`src/rtl/tmr_cnt_ctrl.sv`:
```
// Count-path sequencer for the 8-bit timer: load/run/clock-switch control, TCNT, sticky flags.
// Optional: define TMR_AUTO_RELOAD_EN to reload tcnt from tdr on overflow/underflow instead of wrapping.
module tmr_cnt_ctrl #(
    parameter int unsigned BLANK_CYC = 3,
    parameter int unsigned CNT_W     = 8
) (
    input  logic             pclk,
    input  logic             preset_n,
    input  logic             tmr_en,
    input  logic             load_req,
    input  logic [CNT_W-1:0] tdr,
    input  logic             count_dn,
    input  logic [1:0]       cks_in,
    input  logic             tmr_edge,
    input  logic             ovf_clr,
    input  logic             udf_clr,
    output logic [1:0]       cks_out,
    output logic [CNT_W-1:0] tcnt,
    output logic             ovf_flag,
    output logic             udf_flag,
    output logic             load_ack,
    output logic             busy
);

    localparam int unsigned BLK_W = (BLANK_CYC < 1) ? 1 : $clog2(BLANK_CYC + 1);

    typedef enum logic [1:0] {
        S_IDLE   = 2'd0,
        S_LOAD   = 2'd1,
        S_RUN    = 2'd2,
        S_SWITCH = 2'd3
    } state_t;

    state_t             state, state_n;
    logic [BLK_W-1:0]   blank, blank_n;
    logic [CNT_W-1:0]   tcnt_n;
    logic [1:0]         cks_n;
    logic               ovf_n, udf_n, load_ack_n, busy_n;
    logic               ovf_set, udf_set, cnt_en, cks_chg;
    logic [CNT_W-1:0]   wrap_up, wrap_dn;

`ifdef TMR_AUTO_RELOAD_EN
    assign wrap_up = tdr;
    assign wrap_dn = tdr;
`else
    assign wrap_up = '0;
    assign wrap_dn = '1;
`endif

    assign cks_chg = (cks_in != cks_out);

    always_ff @(posedge pclk or negedge preset_n) begin
        if (!preset_n) begin
            state    <= S_IDLE;
            tcnt     <= '0;
            cks_out  <= 2'b00;
            ovf_flag <= 1'b0;
            udf_flag <= 1'b0;
            load_ack <= 1'b0;
            busy     <= 1'b0;
            blank    <= '0;
        end else begin
            state    <= state_n;
            tcnt     <= tcnt_n;
            cks_out  <= cks_n;
            ovf_flag <= ovf_n;
            udf_flag <= udf_n;
            load_ack <= load_ack_n;
            busy     <= busy_n;
            blank    <= blank_n;
        end
    end

    // Next state: load_req beats a clock-select change, which beats counting.
    always_comb begin
        state_n = state;
        cnt_en  = 1'b0;
        case (state)
            S_IDLE: begin
                if (load_req)     state_n = S_LOAD;
                else if (cks_chg) state_n = S_SWITCH;
                else if (tmr_en)  state_n = S_RUN;
            end
            S_LOAD: begin
                if (load_req)     state_n = S_LOAD;
                else if (tmr_en)  state_n = S_RUN;
                else              state_n = S_IDLE;
            end
            S_RUN: begin
                cnt_en = tmr_edge && tmr_en && !load_req;
                if (load_req)     state_n = S_LOAD;
                else if (cks_chg) state_n = S_SWITCH;
                else if (!tmr_en) state_n = S_IDLE;
            end
            S_SWITCH: begin
                if (load_req)          state_n = S_LOAD;
                else if (cks_chg)      state_n = S_SWITCH;
                else if (blank <= BLK_W'(1)) state_n = tmr_en ? S_RUN : S_IDLE;
            end
            default: state_n = S_IDLE;
        endcase
    end

    // Datapath: counter, flags, clock-select/blanking and registered status.
    always_comb begin
        tcnt_n  = tcnt;
        cks_n   = cks_out;
        blank_n = '0;
        ovf_set = 1'b0;
        udf_set = 1'b0;

        if (cnt_en) begin
            if (!count_dn) begin
                if (tcnt == {CNT_W{1'b1}}) begin
                    ovf_set = 1'b1;
                    tcnt_n  = wrap_up;
                end else begin
                    tcnt_n = tcnt + CNT_W'(1);
                end
            end else begin
                if (tcnt == '0) begin
                    udf_set = 1'b1;
                    tcnt_n  = wrap_dn;
                end else begin
                    tcnt_n = tcnt - CNT_W'(1);
                end
            end
        end

        if (state_n == S_LOAD) begin
            tcnt_n = tdr;
        end

        // Entry into SWITCH (including a restart from SWITCH) applies the new select and rearms blanking.
        if (state_n == S_SWITCH) begin
            if (state != S_SWITCH || cks_chg) begin
                cks_n   = cks_in;
                blank_n = BLK_W'(BLANK_CYC);
            end else begin
                blank_n = blank - BLK_W'(1);
            end
        end

        ovf_n      = ovf_set | (ovf_flag & ~ovf_clr);
        udf_n      = udf_set | (udf_flag & ~udf_clr);
        load_ack_n = (state_n == S_LOAD);
        busy_n     = (state_n == S_LOAD) || (state_n == S_SWITCH);
    end

endmodule
```
`config.mk`:
```
export PLATFORM = sky130hd
export DESIGN_NAME = tmr_cnt_ctrl
export DESIGN_NICKNAME = d
export VERILOG_FILES = /design/src/rtl/tmr_cnt_ctrl.sv
export SDC_FILE = /design/constraint.sdc
export NUM_CORES = 1
export LEC_CHECK = 0
export ABC_AREA = 1
export CAP_MARGIN = 10
export CORE_MARGIN = 10
export CORE_UTILIZATION = 49
export CTS_CLUSTER_DIAMETER = 150
export CTS_CLUSTER_SIZE = 10
export DETAILED_ROUTE_END_ITERATION = 8
export GPL_TIMING_DRIVEN = 0
export HOLD_SLACK_MARGIN = 0.1
export PLACE_DENSITY = 0.8
export SLEW_MARGIN = 20
export SYNTH_ARGS = -nofsm -noshare
export SYNTH_HDL_FRONTEND = slang
export SYNTH_SLANG_ARGS = --single-unit
```
`constraint.sdc`:
```
create_clock -name pclk -period 1.8 [get_ports pclk]
set_clock_uncertainty 0.05 [all_clocks]
set_input_delay 0.18 -clock pclk [delete_from_list [all_inputs] [get_ports pclk]]
set_output_delay 0.18 -clock pclk [all_outputs]
set_load 0.01 [all_outputs]
```
After elaboration in Yosys (flattened, before gate mapping)
Cells that the tools add are included.

storage, ports and cells
  word-level logic and storage cells = 61
  output and inout bits = 14
  register bits after elaboration = 18
  input bits = 18

cells by class
  eq/ne operators = 8
  magnitude comparators = 1
  bitwise gates (word level) = 6
  reduce and logical (&&, ||, !) cells = 9
  mux-type cells = 26
  add/sub/neg operators = 3

operators by type and width
  kind                   count
  $mux W8                5
  $mux W2                13
  $add A8 B1 Y8 const B  1
  $eq A8 B8 Y1 const B   1
  $logic_not A8 Y1       1
  $pmux W2 S4            1
  $sub A8 B1 Y8 const B  1
  $mux W1                7
  $eq A2 B2 Y1 const B   3
  $eq A2 B1 Y1 const B   2
  $and A1 B1 Y1          2
  $le A2 B1 Y1 const B   1
  $logic_and A1 B1 Y1    2
  $logic_not A2 Y1       1
  $logic_or A1 B1 Y1     2
  $ne A2 B2 Y1           1
  $ne A2 B2 Y1 const B   1
  $not A1 Y1             2
  $or A1 B1 Y1           2
  $reduce_and A2 Y1      1
  $reduce_bool A2 Y1     1
  $sub A2 B1 Y2 const B  1
  $logic_not A1 Y1       1

Depth between registers and ports, before layout
Gate-level depths: netlist (run 1).

  depth in word-level cells = 7
  depth in mapped cells = 10
  gate-level depth less buffers = 9

Worst setup path after synthesis (run 1)
No wires, ideal clock.

  path type = register to register
  start point = reg tcnt[0]
  end point = reg tcnt[6]
  cell stages (with the launch flop) = 9
  library setup time = 121 ps
  required time = 1629 ps
  slack = 358 ps
  path buffers = 0
  data arrival time = 1270 ps
  cells stage by stage = dfrtp_1 inv_1 ha_1 inv_1 nor2_1 xor2_1 a21oi_1 nand2_1 nand2_1

on the way
  word-level cells in the longest chain between the ends = 5
  elaborated cells on any way between the ends = 9
  those cells by class = add/sub: 2; eq/ne: 1; mux: 5; reduce/logical: 1

ends and longest elaborated chain
  element                                RTL line  source
  start, declared                        18        output logic [CNT_W-1:0] tcnt,
  start signal, assigned                 64        tcnt <= tcnt_n;
  $add A8 B1 Y8 (tied with other cells)  118       tcnt_n = tcnt + CNT_W'(1);
  $mux W8 (on tied branches)             114, 121
  $mux W8 (*)                            113       if (!count_dn) begin
  $mux W8 (*)                            112       if (cnt_en) begin
  $mux W8 (*)                            130       if (state_n == S_LOAD) begin

Every way passes the cells marked *; elsewhere a longest branch is shown, timed or not. The select of a mux whose other input is x is not followed.
A chain may end at the register's enable or synchronous reset.

Worst setup path after layout (run 1)
  start point = reg tcnt[3]
  end point = out tcnt[3]

No word-level cell between the ends.

==> impl_metrics.yaml, run 1 <==
clock_network:
  cts_sinks: 17
  path_clk_slew_ns: 0.10
  clk_latency_ns: 0.29
  clk_path_buf_depth: 2
  post_cts_resized: 0
  cts_setup_buffers: 0
  ctsHoldBuffers: 0
  cts_root_buf: "clkbuf_4"
  htree_levels: 1
  cts_buffers: 3
  cts_tree: "built"
worst_hold_path:
  hold_class: "in -> async"
power:
  powerDensity_nw_per_um2: 814
  clock_power_share_pct: 15.3
  pwr-share-comb_pct: 45.2
  p_leak_nw: 0.810
  swShare_pct: 39.3
  cellInternalPower_mw: 0.820
  switching_power_mw: 0.531
  p_seq_share_pct: 39.5
  peakVddDrop_mv: 0.758
yosys:
  async_flop_share_pct: 100
  synthSimpleGateAreaFrac_pct: 37.9
  synth_area_sq_um: 1280
  yosys.area.top_type: "dfrtp_1"
  synth-seq-cells: 17
  syn_inst: 187
  syn_area_per_cell_sq_um: 6.87
  synth_mux_area_share_pct: 0
  synth-edff-count: 0
  synth_ff_type: "dfrtp_1"
  synthDistinctLibCells: 31
  synth_top_family_by_area: "simple AND/OR/NAND/NOR gates"
  yosysMostFrequentCell: "nand2_1"
  synth_compound_area_share_pct: 11.2
  syn_nets: 208
  yosys_warnings: 0
  synthTopCellsByCount: "49 x nand2_1, 23 x inv_1, 20 x nor2_1"
  synthAdderAreaFrac_pct: 2.92
  synth.area.top_cells: "dfrtp_1 33%, nand2_1 14%, nand3_1 7.0%"
  yosysTopAreaCellShare_pct: 33.1
  synth-seq-area-share_pct: 33.1
  synthXorXnorAreaFrac_pct: 4.09
drt:
  drc_errors: 0
  drtAntennaViolNets: 0
  routed_via_density: 5.18
  drtIter0Drc: 137
  dr.pass1.iters: 4
  vias: 1305
  wirelength_um: 3240
  drt-wirelength-per-cell_um: 12.8
placed_design:
  port_buffers: 31
  detailed_place_hpwl_um: 2620
  placed_cells: 248
  gp_congestion: 0.899
  dpl-instance-area_sq_um: 1630
sta:
  finalCritPeriodShare_pct: 90.7
  fmax_mhz: 612
  rsz0062_at_grt: "false"
  tightest_slew_ns: 0.751
  finalHoldViolCount: 0
  tns_ns: 0
  max-slew-margin-rel_pct: 49.8
  period_minus_slack_ns: 1.63
  drv_slew: 0
  setup_violations: 0
setup_path:
  critical-path-top-delay-family: "buffers and inverters"
  cpPeakStageDelay_ns: 0.60
  rr_worst_depth: 8
  r2r-start: "tcnt[0]"
  crit_chain: "clkdlybuf4s50_1"
  start_kind: "flip-flop"
  cp_max_fo: 8
  critical_path_class: "reg -> out"
  slowest_stage: "clkdlybuf4s50_1"
  crit_arrival_ns: 1.40
  crit_buf_inv: 1
  cp.depth: 1
  cp.required_ns: 1.57
  end_kind: "output pin"
  critPathLaunch: "tcnt[3]"
global_routing:
  grt_first_pass_wirelength_um: 5550
  grt_util_all_layers_pct: 12.8
  grt_pass1_vias: 1259
  antenna_found_initial: 0
  overflow: 0
  grt_start_max_net_pins: 18
cells_and_area:
  drive_gt1_share_pct: 11.3
  final_cells: 252
  n_antenna_cell: 0
  syn2layout_area_growth_pct: 29.2
  fin_util_pct: 66.4
  final_area_sq_um: 1660
  fin_nets: 244
run:
  maxCapViolCount: 0
floorplanning:
  fp.dieH_um: 71.2
  start_util_pct: 51.4
  die_w_um: 71.2
  rows: 18
  boundaryPins: 32
  design.die.area_sq_um: 5070
  core_area_sq_um: 2500
outcome:
  status: "complete, no violations"
[metal layers]
metal / GRT usage (%) / part of all wire [%] / vias up
met4: 3.23 / 0.74 / 0
li1: - / - / 674
met3: 3.58 / 7.6 / 4
met1: 14.5 / 42 / 595
met2: 22.8 / 50 / 32
met5: 0 / 0 / -
[power by group through the flow]
stage | Combinational [mW] | Sequential, mW | Clock [mW]
6_report | 0.611 | 0.533 | 0.207
5_1_grt | 0.695 | 0.544 | 0.229
4_1_cts | 0.615 | 0.533 | 0.210
3_5_place_dp | 0.611 | 0.541 | 0
3_3_place_gp | 0.598 | 0.538 | 0
2_1_floorplan | 0.360 | 0.555 | 0
[cell families (layout without fill, tap and decap cells)]
group | count (synthesis) | after routing
XOR/XNOR | 6 | 6
flip-flops | 17 | 17
buffers and inverters | 33 | 68
AO/OA/AOI/OAI | 24 | 24
AND/OR/NAND/NOR | 104 | 104
adder cells (fa/ha/maj) | 3 | 3
[final cells by class]
cell class                      count  area, sq um
Timing Repair Buffer               31          310
Fill cell                         216          840
Sequential cell                    17          425
Clock buffer                        3         22.5
Buffer                              6         37.5
Clock inverter                      1         5.00
Multi-Input combinational cell    137          721
Tap cell                           30         37.5
Inverter                           27          101
[state kept, by name, indices dropped and copies added (netlist names)]
signal	flops
tcnt	8
blank	2
cks_out	2
busy	1
load_ack	1
ovf_flag	1
state	1
udf_flag	1
[worst register-to-register path, stage by stage, from the launching register on]
cell	delay (ns)
dfrtp_1	0.42
inv_1	0.19
ha_1	0.24
inv_1	0.07
nor3_2	0.21
a21oi_1	0.14
nand3_1	0.11
nand2_1	0.05
nand2_1	0.05
[path summary, 6_finish.rpt]
path                             to  slack (ns)
max reg2reg                 tcnt[3]        0.22
min reg2reg                blank[0]        0.43
min                         tcnt[1]        0.27
max in group asynchronous  blank[1]        0.96
min in group pclk          udf_flag        0.40
max                         tcnt[3]        0.17
[through the flow]
step	worst slack (ns)	hold WS (ns)	power [mW]
3_3_place_gp	0.109	0.415	1.14
3_5_place_dp	0.0698	0.416	1.15
4_1_cts	0.165	0.302	1.36
5_1_grt	0.0837	0.315	1.47
6_report	0.167	0.273	1.35
2_1_floorplan	0.358	-0.166	0.915
[placed cells by master (no fill, tap or decap)]
cell             count
nand2_1             49
clkdlybuf4s50_1     31
inv_1               23
nor2_1              20
nand3_1             18
dfrtp_1             17
o21ai_0             10
a21oi_1              6
nand4_1              5
xnor2_1              4
inv_2                4
nand2_2              3
ha_1                 3
clkbuf_4             3
buf_2                2
o21ai_1              2
nor2_4               2
o22ai_1              2
xor2_1               2
nor2_2               2
clkbuf_1             1
a21oi_4              1
clkbuf_2             1
buf_4                1
buf_6                1
nor3_4               1
o32ai_1              1
nand4_2              1
o221ai_1             1
nor3_2               1
a22oi_1              1
nand3b_1             1
or2_2                1
clkinv_2             1
Note: power is estimated with default switching activity, not from simulation.
==> inputs of run 2 (changes only) <==
--- a/config.mk
+++ b/config.mk
@@ -9,12 +9,11 @@
 export CAP_MARGIN = 10
 export CORE_MARGIN = 10
 export CORE_UTILIZATION = 49
-export CTS_CLUSTER_DIAMETER = 150
 export CTS_CLUSTER_SIZE = 10
 export DETAILED_ROUTE_END_ITERATION = 8
 export GPL_TIMING_DRIVEN = 0
 export HOLD_SLACK_MARGIN = 0.1
-export PLACE_DENSITY = 0.8
+export PLACE_DENSITY_LB_ADDON = 0.15
 export SLEW_MARGIN = 20
 export SYNTH_ARGS = -nofsm -noshare
 export SYNTH_HDL_FRONTEND = slang
==> run 2 against run 1 <==
Net effect: routed wire length is 4.1% higher; clock power is 3% lower; design area hardly changed; register-to-register slack hardly changed; first-iteration DRC count is 16% lower; count of clock-buffer cells in the layout is 1 higher; cell count stayed put; non-clock buffer count stayed put; maximum frequency is 1.3% lower; hold slack better by 0.022 ns.
==> impl_metrics.yaml, run 2 (synthesized netlist as in run 1, its figures left out) <==
outcome:
  status: "complete, no violations"
setup_path:
  cp.required_ns: 1.57
  reg2reg_to: "tcnt[3]"
  cpPeakStageDelay_ns: 0.60
  critical-path-top-delay-family: "buffers and inverters"
  regToRegSetupSlack_ns: 0.21
  critical_path_class: "reg -> out"
  endpoint: "tcnt[3]"
  crit_arrival_ns: 1.42
  critPathLaunch: "tcnt[3]"
  cp.depth: 1
  slowest_stage: "clkdlybuf4s50_1"
  start_kind: "flip-flop"
  end_kind: "output pin"
  crit_chain: "clkdlybuf4s50_1"
  r2r-start: "tcnt[1]"
  crit_buf_inv: 1
  cp_max_fo: 8
  rr_worst_depth: 8
sta:
  drv_slew: 0
  fmax_mhz: 604
  tightest_slew_ns: 0.776
  rsz0062_at_grt: "false"
  setup_violations: 0
  tns_ns: 0
  max-slew-margin-rel_pct: 48.1
  hold-worst-slack_ns: 0.294
  finalCritPeriodShare_pct: 91.9
  finalHoldViolCount: 0
  period_minus_slack_ns: 1.65
run:
  maxCapViolCount: 0
power:
  cellInternalPower_mw: 0.824
  pwr-share-comb_pct: 45.7
  switching_power_mw: 0.526
  powerDensity_nw_per_um2: 813
  clock_power_share_pct: 14.8
  p_seq_share_pct: 39.5
  swShare_pct: 39.0
  p_leak_nw: 0.806
  peakVddDrop_mv: 0.743
global_routing:
  grt_start_max_net_pins: 18
  grt_pass1_vias: 1387
  overflow: 0
  grt_first_pass_wirelength_um: 5990
  grt_util_all_layers_pct: 13.8
  antenna_found_initial: 0
clock_network:
  path_clk_slew_ns: 0.10
  clk_path_buf_depth: 2
  post_cts_resized: 0
  cts_setup_buffers: 0
  ctsHoldBuffers: 0
  cts_root_buf: "clkbuf_4"
  cts_sinks: 17
  clk_latency_ns: 0.28
  htree_levels: 1
  cts_tree: "built"
  cts_buffers: 3
cells_and_area:
  final_cells: 252
  fillCellCount: 224
  final-seq-area_sq_um: 425
  largest_register: "tcnt"
  multi_input_area_sq_um: 721
  syn2layout_area_growth_pct: 29.1
  n_antenna_cell: 0
  largest_reg_flops: 8
  drive_gt1_share_pct: 11.3
  fin_nets: 244
  final_common_cell: "nand2_1"
  top_regs: "tcnt (8), blank (2), cks_out (2)"
  final_cell_mix: "49 x nand2_1, 31 x clkdlybuf4s50_1, 22 x inv_1"
placed_design:
  detailed_place_hpwl_um: 2770
  port_buffers: 31
  placed_cells: 248
  gp_congestion: 0.905
drt:
  drtIter0Drc: 115
  routed_via_density: 5.37
  drc_errors: 0
  dr.pass1.iters: 4
  vias: 1353
  wirelength_um: 3370
  drt-wirelength-per-cell_um: 13.4
  drtAntennaViolNets: 0
floorplanning:
  fp.dieH_um: 71.2
  rows: 18
  core_area_sq_um: 2500
  design.die.area_sq_um: 5070
  die_w_um: 71.2
  boundaryPins: 32
  start_util_pct: 51.4
worst_hold_path:
  hold_class: "in -> async"
-- run 2: cell count changes in the layout (fill, tap and decap cells not counted) --
cell / before / now
inv_1: 23 / 22
inv_2: 4 / 5
clkinv_2: 1 / 0
clkbuf_1: 1 / 2
-- run 2: cell type report --
type                    count  area share (%)
multi-input cells         137            43.4
flip-flops and latches     17            25.6
plain buffers               6            2.26
clock buffers               4            1.58
inverters                  27            6.11
repair buffers             31            18.7
well taps                  30            2.26
-- run 2: per-layer routing --
layer	GRT usage (%)	part of all wire, %
met1	15.6	39
met2	24.8	53
met3	2.62	5.9
met4	5.59	1.5
met5	0	0
-- run 2: per-stage QoR --
| step | setup WS [ns] | total power [mW] | utilization (%) | instance area, sq um |
|---|---|---|---|---|
| floorplan | 0.358 | 0.915 | - | 1280 |
| global placement | 0.126 | 1.14 | 65.3 | 1630 |
| detailed placement | 0.117 | 1.16 | 65.3 | 1630 |
| CTS | 0.157 | 1.36 | 66.4 | 1660 |
| global route | 0.0323 | 1.48 | 66.4 | 1660 |
| finish | 0.146 | 1.35 | 66.4 | 1660 |
-- run 2: how the worst min path moves through the flow --
| stage | cells past startpoint | endpoint | slack (ns) | from |
|---|---|---|---|---|
| floorplan | 0 | blank[0] | -0.17 | preset_n |
| global placement | 1 | blank[0] | 0.41 | blank[0] |
| detailed placement | 1 | blank[0] | 0.42 | blank[0] |
| CTS | 1 | cks_out[1] | 0.31 | preset_n |
| global route | 1 | cks_out[1] | 0.33 | preset_n |
| finish | 1 | cks_out[1] | 0.29 | preset_n |
-- run 2: power by group through the flow --
stage	combinational, mW	sequential, mW	clock, mW
finish	0.616	0.534	0.200
global route	0.700	0.544	0.234
CTS	0.620	0.533	0.209
detailed placement	0.617	0.540	0
global placement	0.601	0.537	0
floorplan	0.360	0.555	0
==> inputs of run 3 (changes only) <==
--- a/config.mk
+++ b/config.mk
@@ -12,7 +12,6 @@
 export CTS_CLUSTER_SIZE = 10
 export DETAILED_ROUTE_END_ITERATION = 8
 export GPL_TIMING_DRIVEN = 0
-export HOLD_SLACK_MARGIN = 0.1
 export PLACE_DENSITY_LB_ADDON = 0.15
 export SLEW_MARGIN = 20
 export SYNTH_ARGS = -nofsm -noshare
==> results of run 3 <==
Same layout as run 2: the final DEF is identical, and so are final timing and power.
